[config.mk]
export PLATFORM = sky130hd
export DESIGN_NAME = sigma_rr_sched
export DESIGN_NICKNAME = d
export VERILOG_FILES = /design/src/rtl/sigma_pkg.sv /design/src/rtl/rr_arb.sv /design/src/rtl/sigma_rr_sched.sv
export SDC_FILE = /design/constraint.sdc
export NUM_CORES = 1
export LEC_CHECK = 0
export ABC_AREA = 0
export CAP_MARGIN = 20
export CORE_ASPECT_RATIO = 2
export CORE_UTILIZATION = 45
export DETAILED_ROUTE_END_ITERATION = 10
export GPL_TIMING_DRIVEN = 0
export PLACE_DENSITY = 0.94
export SKIP_CTS_REPAIR_TIMING = 1
export SLEW_MARGIN = 20
export SYNTH_ARGS = -nofsm -noshare
export SYNTH_HDL_FRONTEND = slang
export SYNTH_SLANG_ARGS = --single-unit
export TNS_END_PERCENT = 5
[constraint.sdc]
create_clock -name clk -period 2.4 [get_ports clk]
set_input_delay 0.6 -clock clk [delete_from_list [all_inputs] [get_ports clk]]
set_output_delay 0.6 -clock clk [all_outputs]
set_load 0.03 [all_outputs]
[src/rtl/sigma_pkg.sv]
// rtl/sigma_pkg.sv - shared frame constants and owner tag type for the sigma scheduler
package sigma_pkg;
  localparam int FRAME_LEN = 16;
  localparam int DATA_W    = 8;
  localparam int SUM_W     = 12;
  localparam int PH_W      = $clog2(FRAME_LEN);
  localparam int CH_MAX_W  = 3;

  typedef struct packed {
    logic                valid;
    logic [CH_MAX_W-1:0] ch;
  } tag_t;
endpackage

[src/rtl/rr_arb.sv]
// rtl/rr_arb.sv - one-hot round-robin arbiter, evaluated only when i_en is high
module rr_arb #(
  parameter int NCH = 4,
  parameter int CHW = $clog2(NCH)
) (
  input  logic           clk,
  input  logic           res,
  input  logic           i_en,
  input  logic [NCH-1:0] i_req,
  output logic [NCH-1:0] o_gnt,
  output logic           o_vld,
  output logic [CHW-1:0] o_idx
);
  logic [CHW-1:0] r_ptr;
  logic [NCH-1:0] r_gnt;
  logic           r_vld;
  logic [CHW-1:0] r_idx;
  logic           w_win_vld;
  logic [CHW-1:0] w_win_idx;

  function automatic logic [CHW-1:0] wrap_inc(input logic [CHW-1:0] a, input int k);
    int s;
    s = int'(a) + k;
    if (s >= NCH) s = s - NCH;
    return CHW'(s);
  endfunction

  // Scan downwards so the requester nearest the pointer is the last, winning, assignment.
  always_comb begin
    w_win_vld = 1'b0;
    w_win_idx = '0;
    for (int k = NCH-1; k >= 0; k--) begin
      if (i_req[wrap_inc(r_ptr, k)]) begin
        w_win_vld = 1'b1;
        w_win_idx = wrap_inc(r_ptr, k);
      end
    end
  end

  always_ff @(posedge clk or negedge res) begin
    if (!res) begin
      r_ptr <= '0;
      r_gnt <= '0;
      r_vld <= 1'b0;
      r_idx <= '0;
    end else if (i_en) begin
      r_gnt <= w_win_vld ? (NCH'(1) << w_win_idx) : '0;
      r_vld <= w_win_vld;
      r_idx <= w_win_idx;
      if (w_win_vld) r_ptr <= wrap_inc(w_win_idx, 1);
    end
  end

  assign o_gnt = r_gnt;
  assign o_vld = r_vld;
  assign o_idx = r_idx;
endmodule

[src/rtl/sigma_rr_sched.sv]
// rtl/sigma_rr_sched.sv - shares one 16-strobe sigma accumulator among NCH sources, frame by frame
module sigma_rr_sched
  import sigma_pkg::*;
#(
  parameter int NCH      = 4,
  parameter int HALF_PER = 10,
  parameter int CHW      = $clog2(NCH)
) (
  input  logic                  clk,
  input  logic                  res,
  input  logic [NCH-1:0]        req,
  input  logic [NCH*DATA_W-1:0] data_in,
  output logic [NCH-1:0]        gnt,
  output logic                  acc_syn,
  output logic [DATA_W-1:0]     acc_data,
  input  logic [SUM_W-1:0]      acc_result,
  input  logic                  acc_syn_out,
  output logic [SUM_W-1:0]      result_out,
  output logic [CHW-1:0]        result_ch,
  output logic                  result_vld
);
  localparam int              DIV_W   = $clog2(HALF_PER);
  localparam logic [PH_W-1:0] PH_LAST = PH_W'(FRAME_LEN-1);

  logic [DIV_W-1:0] r_div;
  logic             r_syn;
  logic [PH_W-1:0]  r_ph;
  tag_t             r_cur_tag;
  tag_t             r_prev_tag;
  logic [SUM_W-1:0] r_result_out;
  logic [CHW-1:0]   r_result_ch;
  logic             r_result_vld;

  logic             w_edge;
  logic             w_rise;
  logic             w_arb;
  logic             w_frame_start;
  logic             w_arb_vld;
  logic [CHW-1:0]   w_arb_idx;
  tag_t             w_arb_tag;
  logic             w_prev_ok;

  assign w_edge        = (r_div == DIV_W'(HALF_PER-1));
  assign w_rise        = w_edge & ~r_syn;
  assign w_arb         = w_edge & r_syn & (r_ph == PH_LAST);
  assign w_frame_start = w_rise & (r_ph == PH_LAST);

  rr_arb #(.NCH(NCH), .CHW(CHW)) u_arb (
    .clk   (clk),
    .res   (res),
    .i_en  (w_arb),
    .i_req (req),
    .o_gnt (gnt),
    .o_vld (w_arb_vld),
    .o_idx (w_arb_idx)
  );

  assign w_arb_tag.valid = w_arb_vld;
  assign w_arb_tag.ch    = CH_MAX_W'(w_arb_idx);
  assign w_prev_ok       = r_prev_tag.valid && (int'(r_prev_tag.ch) < NCH);

  always_ff @(posedge clk or negedge res) begin
    if (!res) begin
      r_div <= '0;
      r_syn <= 1'b0;
      r_ph  <= '0;
    end else begin
      if (w_edge) begin
        r_div <= '0;
        r_syn <= ~r_syn;
      end else begin
        r_div <= r_div + DIV_W'(1);
      end
      if (w_rise) r_ph <= r_ph + PH_W'(1);
    end
  end

  // The accumulator hands back the finished frame's sum just after the next frame's
  // first strobe, so the owner of the frame that just ended must survive one more frame.
  always_ff @(posedge clk or negedge res) begin
    if (!res) begin
      r_cur_tag    <= '0;
      r_prev_tag   <= '0;
      r_result_out <= '0;
      r_result_ch  <= '0;
      r_result_vld <= 1'b0;
    end else begin
      if (w_frame_start) begin
        r_prev_tag <= r_cur_tag;
        r_cur_tag  <= w_arb_tag;
      end
      r_result_vld <= acc_syn_out & w_prev_ok;
      if (acc_syn_out && w_prev_ok) begin
        r_result_out <= acc_result;
        r_result_ch  <= r_prev_tag.ch[CHW-1:0];
      end
    end
  end

  always_comb begin
    acc_data = '0;
    for (int i = 0; i < NCH; i++) begin
      if (gnt[i]) acc_data = acc_data | data_in[i*DATA_W +: DATA_W];
    end
  end

  assign acc_syn    = r_syn;
  assign result_out = r_result_out;
  assign result_ch  = r_result_ch;
  assign result_vld = r_result_vld;
endmodule

==> metrics.md <==
| Metric | Value |
|---|---|
| Status | finished clean |
| Mapped Area | 0.00182 mm2 |
| Clock latency on the worst-skew pair | 0.30 ns |
| Nets | 285 |
| Cells after Synth | 150 |
| Maximum vdd drop | 0.000465 V |
| CP endpoint kind | output pin |
| Flops & latches, synth | 39 |
| Vias/cell | 5.09 |
| Congestion Overflow GR | 0 |
| Chip Height | 92.0 um |
| Final Cycle Share | 92.2% |
| R2R depth | 5 |
| WL per Instance | 15.1 um |
| Row cnt | 32 |
| Initial antenna violation count | 0 |
| Fin crit period | 2.21 ns |
| Final Util | 71.5% |
| Slowest stage cell on the critical path | clkdlybuf4s50_1 |
| Share of layout cells above drive strength 1 | 17.5% |
| CTS buffer count | 5 |
| Routed wire length | 4310 um |
| Leak | 1.26 nW |
| Clk slew on worst S/H paths | 0.07 ns |
| Die ar. | 0.00433 mm2 |
| Initial DRT Pass Iterations | 4 |
| Clk_skew | 0.00636 ns |
| Gpl congestion | 0.695 |
| Max clock buf depth | 2 |
| Setup crit start kind | flop |
| Total Neg Setup Slack | 0 ns |
| Post-synthesis sequential area ratio | 53.5% |
| Power density over the cells | 444 mW/mm2 |
| Clock Root Buffer | clkbuf_8 |
| Required @ worst endpoint | 1.80 ns |
| Tightest Hold Check Type | primary input to asynchronous set/reset pin |
| ANT nets after route | 0 |
| Largest net degree at the start of global routing | 29 |
| Setup violations, final | 0 |
| Post-route DRC | 0 |
| Vias post-DR | 1450 |
| Syn avg cell area | 12.2 um2 |
| Most frequent cells in the layout | clkdlybuf4s50_1, dfrtp_1, nand2_1, a22oi_1, mux2_2 |
| H-tree depth | 2 |
| CP delay by family, top | buffers and inverters |
| Number of global-route vias before repair | 1468 |
| Worst setup path class | flop to output pin |
| First-pass GRT wire length | 6510 um |
| Crit path cell chain | clkdlybuf4s50_1 |
| Initial Util | 47.0% |
| WP buf/inv | 1 |
| Syn nets | 202 |
| I/O Pins | 79 |
| Final-report max-slew violation count | 0 |
| Die W | 47.0 um |
| CP max stage delay | 0.75 ns |
| Fin. Hold Viols | 0 |
| Max Fclk | 452 MHz |
| Max-slew headroom | 71.6% |
| Core box area | 0.00388 mm2 |
| TritonCTS Sinks | 39 |
| CP max FO | 10 |
| P&R area growth vs syn | 52.1% |
| Antenna diodes | 0 |
| Port bufs | 78 |
| R2R setup slack | 0.80 ns |
| Most common cell after layout, fill and taps aside | clkdlybuf4s50_1 |
| Initial DRC Count | 33 |
| Max-Cap Viols | 0 |
| Worst Tran Pin Value | 0.423 ns |
| GRT Util Overall | 21.6% |
| Cell count along the critical path | 1 |
| Dpl hpwl | 3270 um |
| CTS tree | built |
| RSZ-0062 raised after global routing | no |
| CP arrival | 1.61 ns |
| Post-synth cell types | 36 |
| Synth Warn # | 0 |
[sequential cells by signal (all words and copies together), names as in the netlist, 3 cells and up]
| name | flops |
|---|---|
| result_out | 12 |
| r_div | 4 |
| r_ph | 4 |
| r_prev_tag | 3 |
| u_arb.o_gnt | 4 |
| r_cur_tag | 3 |
[path summary, 6_finish.rpt]
kind,startpoint,to
max,u_arb.o_gnt[0]$_DFFE_PN0P_,gnt[0]
min,res,result_out[9]$_DFFE_PN0P_
max reg2reg,r_div[2]$_DFF_PN0_,r_cur_tag[0]$_DFFE_PN0P_
min reg2reg,u_arb.o_idx[1]$_DFFE_PN0P_,u_arb.o_idx[1]$_DFFE_PN0P_
max in group asynchronous,res,u_arb.o_idx[1]$_DFFE_PN0P_
min in group clk,u_arb.o_idx[1]$_DFFE_PN0P_,u_arb.o_idx[1]$_DFFE_PN0P_
[stage by stage]
step	area, um2	cells	hold slack [ns]	total power (W)	setup WS [ns]
global placement	2670	279	0.463	0.000814	-0.124
CTS	2770	288	0.183	0.00124	-0.180
finish	2780	285	0.174	0.00123	0.187
global route	2780	285	0.185	0.00128	0.131
floorplan	1820	150	0.304	0.000707	0.667
detailed placement	2680	280	0.475	0.000820	-0.128
[report_power, final]
group / internal, W / total [W] / switching (W) / leakage, nW
Combinational: 0.0000948 / 0.000147 / 0.0000521 / 0.705
Sequential: 0.000658 / 0.000658 / 0.000000569 / 0.509
Clock: 0.000204 / 0.000426 / 0.000223 / 0.0422
[cell type report]
class,count,area (um2)
buffer,3,25.0
clock buffer,7,76.3
clock inverter,1,5.00
fill,291,1110
inverter,4,15.0
multi-input combinational,101,798
sequential,39,976
tap,51,63.8
timing repair buffer,79,816
[kinds of logic after synthesis]
| family | count (synthesis) | share of synthesized area (%) |
|---|---|---|
| and+or+nand+nor | 39 | 12.5 |
| DFF | 39 | 53.5 |
| AOI/OAI and AO/OA | 32 | 12.3 |
| muxes | 23 | 15.4 |
| buffers and inverters | 10 | 2.74 |
| xor gates and xnor gates | 6 | 2.88 |
| adders and majority gates | 1 | 0.686 |
[per-layer routing]
metal,up-vias,routed length (um),share of wire (%),GRT usage (%)
met5,-,0,0,0
met1,699,1580,37,22.5
met2,36,2420,56,36.5
met4,0,166,3.9,12.4
met3,14,144,3.3,5.12
li1,701,-,-,-
[Yosys cell counts, drive strengths merged]
| cell type | count | area, um2 |
|---|---|---|
| nand3 | 2 | 22.5 |
| dfrtp | 39 | 976 |
| o21a | 1 | 7.51 |
| buf | 3 | 23.8 |
| nand2b | 4 | 35.0 |
| or4 | 1 | 11.3 |
| clkbuf | 3 | 11.3 |
| nand2 | 22 | 82.6 |
| xor2 | 3 | 26.3 |
| ha | 1 | 12.5 |
| and4 | 2 | 20.0 |
| o22ai | 1 | 12.5 |
| mux2 | 22 | 270 |
| nor2 | 4 | 22.5 |
| inv | 4 | 15.0 |
| a22o | 2 | 17.5 |
| nor2b | 1 | 6.26 |
| a21o | 2 | 15.0 |
| o31ai | 1 | 7.51 |
| nor3 | 2 | 21.3 |
| mux2i | 1 | 10.0 |
| o21ai | 6 | 30.0 |
| nand4 | 1 | 6.26 |
| xnor2 | 3 | 26.3 |
| a22oi | 16 | 120 |
| a21oi | 3 | 15.0 |
(Power assumes the default switching activity.)
